[config.mk]
export PLATFORM = sky130hd
export DESIGN_NAME = fifo_stream_reader_flat
export DESIGN_NICKNAME = d
export VERILOG_FILES = /design/src/rtl/fifo_stream_reader_if.sv /design/src/rtl/fifo_stream_reader.sv /design/src/flat_wrapper.sv
export SDC_FILE = /design/constraint.sdc
export NUM_CORES = 1
export LEC_CHECK = 0
export CAP_MARGIN = 20
export CORE_UTILIZATION = 52
export DETAILED_ROUTE_END_ITERATION = 10
export PLACE_DENSITY = 0.85
export REMOVE_ABC_BUFFERS = 1
export SLEW_MARGIN = 20
export SYNTH_ARGS = -nofsm -noshare
export SYNTH_HDL_FRONTEND = slang
export SYNTH_SLANG_ARGS = --single-unit
[constraint.sdc]
create_clock -name clk -period 2 [get_ports clk]
set_input_delay 0.4 -clock clk [delete_from_list [all_inputs] [get_ports clk]]
set_output_delay 0.4 -clock clk [all_outputs]
set_load 0.01 [all_outputs]
[src/rtl/fifo_stream_reader_if.sv]
// Bundles the FIFO read port and the outgoing valid/ready stream of fifo_stream_reader.
// master is the reader's view; slave is the FIFO/downstream view.
interface fifo_stream_reader_if #(
  parameter int DATA_WIDTH = 8
);
  logic                  fifo_empty;
  logic                  fifo_pop;
  logic [DATA_WIDTH-1:0] fifo_data;
  logic                  m_valid;
  logic                  m_ready;
  logic [DATA_WIDTH-1:0] m_data;

  modport master (
    input  fifo_empty, fifo_data, m_ready,
    output fifo_pop, m_valid, m_data
  );

  modport slave (
    output fifo_empty, fifo_data, m_ready,
    input  fifo_pop, m_valid, m_data
  );
endinterface

[src/rtl/fifo_stream_reader.sv]
// Pops a registered-read FIFO into a 3-entry skid buffer and streams words out on valid/ready.
// fifo_pop is derived from registered occupancy only, so m_ready never reaches it combinationally.
module fifo_stream_reader #(
  parameter int DATA_WIDTH = 8,
  parameter int CNT_WIDTH  = 16
) (
  input  logic                 clk,
  input  logic                 rst_n,
  input  logic                 en,
  fifo_stream_reader_if.master bus,
  output logic [CNT_WIDTH-1:0] rd_count,
  output logic                 busy
);

  logic [1:0]            occ;
  logic [1:0]            wr_ptr;
  logic [1:0]            rd_ptr;
  logic                  inflight;
  logic [DATA_WIDTH-1:0] buf_q [3];
  logic [2:0]            pending;
  logic                  capture;
  logic                  transfer;
  logic [DATA_WIDTH-1:0] head;

  function automatic logic [1:0] ptr_inc(input logic [1:0] p);
    return (p == 2'd2) ? 2'd0 : p + 2'd1;
  endfunction

  // Words buffered plus the one on its way; never let this exceed the 3 slots.
  assign pending      = {1'b0, occ} + {2'b00, inflight};
  assign bus.fifo_pop = en && !bus.fifo_empty && (pending < 3'd3);

  assign capture     = inflight;
  assign bus.m_valid = (occ != 2'd0);
  assign transfer    = bus.m_valid && bus.m_ready;
  assign busy        = (occ != 2'd0) || inflight;

  always_comb begin
    head = buf_q[0];
    case (rd_ptr)
      2'd1:    head = buf_q[1];
      2'd2:    head = buf_q[2];
      default: head = buf_q[0];
    endcase
  end

  assign bus.m_data = head;

  always_ff @(posedge clk or negedge rst_n) begin
    if (!rst_n) begin
      inflight <= 1'b0;
      wr_ptr   <= 2'd0;
      rd_ptr   <= 2'd0;
      occ      <= 2'd0;
      rd_count <= '0;
      for (int i = 0; i < 3; i++) begin
        buf_q[i] <= '0;
      end
    end else begin
      inflight <= bus.fifo_pop;

      if (capture) begin
        for (int i = 0; i < 3; i++) begin
          if (wr_ptr == 2'(i)) begin
            buf_q[i] <= bus.fifo_data;
          end
        end
        wr_ptr <= ptr_inc(wr_ptr);
      end

      if (transfer) begin
        rd_ptr   <= ptr_inc(rd_ptr);
        rd_count <= rd_count + CNT_WIDTH'(1);
      end

      case ({capture, transfer})
        2'b10:   occ <= occ + 2'd1;
        2'b01:   occ <= occ - 2'd1;
        default: occ <= occ;
      endcase
    end
  end

endmodule

[src/flat_wrapper.sv]
// flat-port wrapper written by rule: the top's interface ports become plain ports
module fifo_stream_reader_flat 
#(
  parameter int DATA_WIDTH = 8,
  parameter int CNT_WIDTH  = 16
)
  (clk, rst_n, en, rd_count, busy, bus_fifo_empty, bus_fifo_data, bus_m_ready, bus_fifo_pop, bus_m_valid, bus_m_data);
  fifo_stream_reader_if #(.DATA_WIDTH(DATA_WIDTH)) bus_i ();
  input  logic clk;
  input  logic rst_n;
  input  logic en;
  output logic [CNT_WIDTH-1:0] rd_count;
  output logic busy;
  input wire logic [$bits(bus_i.fifo_empty)-1:0] bus_fifo_empty;
  input wire logic [$bits(bus_i.fifo_data)-1:0] bus_fifo_data;
  input wire logic [$bits(bus_i.m_ready)-1:0] bus_m_ready;
  output wire logic [$bits(bus_i.fifo_pop)-1:0] bus_fifo_pop;
  output wire logic [$bits(bus_i.m_valid)-1:0] bus_m_valid;
  output wire logic [$bits(bus_i.m_data)-1:0] bus_m_data;
  assign bus_i.fifo_empty = bus_fifo_empty;
  assign bus_i.fifo_data = bus_fifo_data;
  assign bus_i.m_ready = bus_m_ready;
  assign bus_fifo_pop = bus_i.fifo_pop;
  assign bus_m_valid = bus_i.m_valid;
  assign bus_m_data = bus_i.m_data;
  fifo_stream_reader #(.DATA_WIDTH(DATA_WIDTH), .CNT_WIDTH(CNT_WIDTH)) u_core (.clk(clk), .rst_n(rst_n), .en(en), .bus(bus_i), .rd_count(rd_count), .busy(busy));
endmodule
After elaboration in Yosys (flattened, before gate mapping)
Cells that the tools add are included.

storage, ports and cells
  word-level logic and storage cells = 36
  bits of input ports = 13
  bits in registers = 47
  output and inout bits = 27

operators by class
  $lt $le $gt $ge = 1
  equal/unequal tests = 6
  $add $sub $neg = 6
  muxes and demuxes = 4
  reduce and logical (&&, ||, !) cells = 11

operator list
  kind                                                count
  adder 16 x 1 -> 16 bit, second input constant       1
  one-hot mux 8 bit (2 select lines)                  1
  adder 2 x 1 -> 2 bit, second input constant         3
  == test 2 x 1 -> 1 bit, second input constant       3
  == test 2 bit, second input constant                3
  AND reduction 2 bit                                 3
  2-to-1 mux 2 bit                                    2
  one-hot mux 2 bit (2 select lines)                  1
  nonzero test 2 bit                                  2
  adder 2 x 1 -> 3 bit                                1
  logical AND 1 bit                                   3
  < comparator 3 x 2 -> 1 bit, second input constant  1
  logical NOT 2 bit                                   1
  subtractor 2 x 1 -> 2 bit, second input constant    1
  logical NOT 1 bit                                   1
  logical OR 1 bit                                    1

Longest topological paths before layout
  word-level depth = 4
  mapped depth = 7
  mapped depth without buffers = 5

Worst setup path after synthesis
OpenSTA, ideal clock, no wires.

  kind = reg2out
  start point = reg u_core.inflight, in the netlist u_core.capture
  end point = out bus_fifo_pop
  buffers on the path = 0
  path slack = -44 ps
  data required time = 1600 ps
  cell stages (with the launch flop) = 4
  arrival = 1644 ps
  cells stage by stage = dfrtp_1 ha_1 ha_1 a2111oi_0

between the ends
  longest elaborated chain between the ends = 3

RTL lines
  item                         line                      text
  start: declaration           fifo_stream_reader.sv:18  logic inflight;
  start signal: assignment     fifo_stream_reader.sv:60  inflight <= bus.fifo_pop;
  adder 2 x 1 -> 3 bit         fifo_stream_reader.sv:30  assign pending = {1'b0, occ} + {2'b00, inflight};
  < comparator 3 x 2 -> 1 bit  fifo_stream_reader.sv:31  assign bus.fifo_pop = en && !bus.fifo_empty && (pending < 3'd3);
  logical AND 1 bit            fifo_stream_reader.sv:31
  end: declaration             flat_wrapper.sv:17        output wire logic [$bits(bus_i.fifo_pop)-1:0] bus_fifo_pop;

No other way between the ends.

Final worst setup path
Ends and elaborated chain as after synthesis.

==> impl_metrics.tcl <==
set metrics [dict create \
    status "complete, but fails checks" \
    violations "setup timing" \
    syn-cell-area_mm2 0.00218 \
    ant_nets 0 \
    grt_max_degree 25 \
    clk_latency_ns 0.30 \
    fill_cells 294 \
    via_per_inst 5.38 \
    final_cells 286 \
    core_mm2 0.00400 \
    grt_pass1_wl_mm 7.22 \
    overflow 0 \
    area_growth_pct 35.4 \
    critPathRequiredTime_ns 1.60 \
    hp-class "reg2reg" \
    power_density_mw_per_mm2 1600 \
    synth_cells 171 \
    port_buffers 39 \
    route.detailed.drc 0 \
    drt_iter0_drc 31 \
    max_stage_delay_ns 0.39 \
    skew_ns 0.00483 \
    cts.sinks 47 \
    grt_usage 0.226 \
    crit_slowest_cell "dfrtp_1" \
    pin_count 40 \
    worst_pin_slew_ns 0.559 \
    whs_ns 0.475 \
    crit_buf_inv 1 \
    dp.cells 273 \
    leakagePower_nw 1.29 \
    end_kind "output port" \
    grt_pass1_vias 1629 \
    worstPathArrival_ns 1.60 \
    setup_viol 1 \
    cts_tree "built" \
    maxSlewViolCount 0 \
    yosysWarnings 0 \
    synthSimpleGateAreaFrac 0.0953 \
    htree_levels 2 \
    synth_top_area_share 0.540 \
    post-place-ws_ns -0.499 \
    fin_crit_ns 2.00 \
    die_h_um 66.7 \
    yosysTopAreaCell "dfrtp_1" \
    drive_gt1_frac 0.411 \
    max_freq_ghz 0.499 \
    max_cap_viol_count 0 \
    die_w_um 66.7 \
    synthTopCellsByCount "dfrtp_1, mux2_2, xnor2_1, nor2_1" \
    rows 23 \
    startpoint_type "flop" \
    layout_setup_ws_ns -0.00410 \
    synth-compound-area-share 0.0741 \
    seq_area_mm2 0.00118 \
    worstSetupPathType "reg2out" \
    antennaDiodeCount 0 \
    cts-root-buf "clkbuf_8" \
    synth_cell_types 32 \
    rrSetupSlack_ns 0.38 \
    syn_avg_cell_area_um2 12.7 \
    synthAdderAreaFrac 0.0459 \
    multi_input_area_mm2 0.00105 \
    cp_max_fo 2 \
    peakVddDrop_uv 906 \
    yosysMostFrequentCell "dfrtp_1" \
    crit_chain "ha_2 -> ha_4 -> a2111oi_4 -> buf_2" \
    wirelength_mm 4.51 \
    antenna_found_initial 0 \
    synth-xor-area-share 0.0723 \
    synth_seq_cells 47 \
    synth_area_leaders "dfrtp_1, mux2_2, mux2_4" \
    async_reset_ff_frac 1.00 \
    wl_per_cell_um 15.8 \
    num_vias 1539 \
    dp_hpwl_mm 3.09 \
    synth_ff_type "dfrtp_1" \
    start_util 0.545 \
    cpLargestDelayFamily "adder cells" \
    synth_top_family_by_area "multiplexers" \
    seq_area_frac_synth 0.540 \
    rsz0062_at_grt "yes" \
    die-area_mm2 0.00445 \
    first_pass_iters 4 \
    synthMuxAreaShare 0.143 \
    final_nets 256 \
    clk_pin_slew_ns 0.08 \
    relSlewSlack 0.627 \
    numCtsBuffers 5 \
    synth-edff-count 0 \
    gp_congestion 0.696 \
    finalHoldViolCount 0 \
    period_share 1.00 \
    clockBufferDepth 2 \
]
[state kept, by name, summed over array words and instances, names as in the netlist]
| register | cells |
|---|---|
| u_core.rd_ptr | 2 |
| u_core.occ | 2 |
| u_core.wr_ptr | 2 |
| u_core.capture | 1 |
| u_core.rd_count | 16 |
| u_core.buf_q | 24 |
[final timing paths]
kind,endpoint,cells past startpoint,from
setup / recovery,bus_fifo_pop,4,u_core.capture
hold / removal,u_core.rd_count[15],1,u_core.rd_count[15]
setup reg to reg,u_core.buf_q[7],4,u_core.capture
hold reg to reg,u_core.rd_count[15],1,u_core.rd_count[15]
max in group asynchronous,u_core.rd_count[11],3,rst_n
min in group asynchronous,u_core.buf_q[14],2,rst_n
[layout make-up]
type / instances / area share
clock buffers: 8 / 0.0339
inverters: 6 / 0.00763
multi-input cells: 111 / 0.357
flip-flops and latches: 47 / 0.398
well taps: 50 / 0.0212
repair buffers: 64 / 0.182
[timing repair]
| item | 4_1_cts | 5_1_grt |
|---|---|---|
| endpoints found under the setup margin | 11 | 10 |
| pin swaps | 5 | 4 |
| hold endpoints to repair | 12 | 0 |
| hold buffers | 1 | 0 |
| resized for setup | 51 | 17 |
| setup buffers | 2 | 1 |
| cloned | 0 | 1 |
[power by group]
group,internal [W],switching [W]
sequential,0.00134,0.000343
clock,0.000315,0.000299
combinational,0.00135,0.00106
[through the flow]
| stage | power [W] | setup TNS, ns | instance area, um^2 | util |
|---|---|---|---|---|
| 4_1_cts | 0.00451 | 0 | 2880 | 0.719 |
| 3_5_place_dp | 0.00393 | -0.872 | 2740 | 0.684 |
| 2_1_floorplan | 0.00277 | -0.0908 | 2140 | - |
| 5_1_grt | 0.00502 | -0.0840 | 2950 | 0.738 |
| 3_3_place_gp | 0.00384 | -0.483 | 2740 | 0.684 |
| 6_report | 0.00471 | -0.00410 | 2950 | 0.738 |
[routing by layer]
metal	wire [um]	track usage
met3	195	0.0634
met2	2390	0.391
met4	36	0.0691
met5	0	0
met1	1890	0.270
[layout by cell type, fill, tap and decap left out, drive strengths merged]
master,Yosys,final
a21oi,8,8
o21a,1,1
xnor2,13,13
dfrtp,47,47
o21ai,3,3
and3,2,2
a21o,1,1
mux2,25,25
buf,4,34
or3,2,2
nor4,2,2
nand3,7,7
nor2,11,11
nor3,3,3
nand4,2,2
ha,8,8
nand2,6,6
a2111oi,1,1
clkdlybuf4s50,0,27
or2,1,1
a22oi,8,8
inv,6,6
o2111ai,1,1
o211ai,1,1
clkbuf,3,9
dlygate4sd2,0,1
dlygate4sd3,0,1
xor2,5,5
[cell families after synthesis]
family                     Yosys count
DFF                                 47
and+or+nand+nor                     36
muxes                               25
AOI/OAI and AO/OA                   24
xor gates and xnor gates            18
buffers and inverters               13
adders and majority gates            8
(Power assumes the default switching activity.)
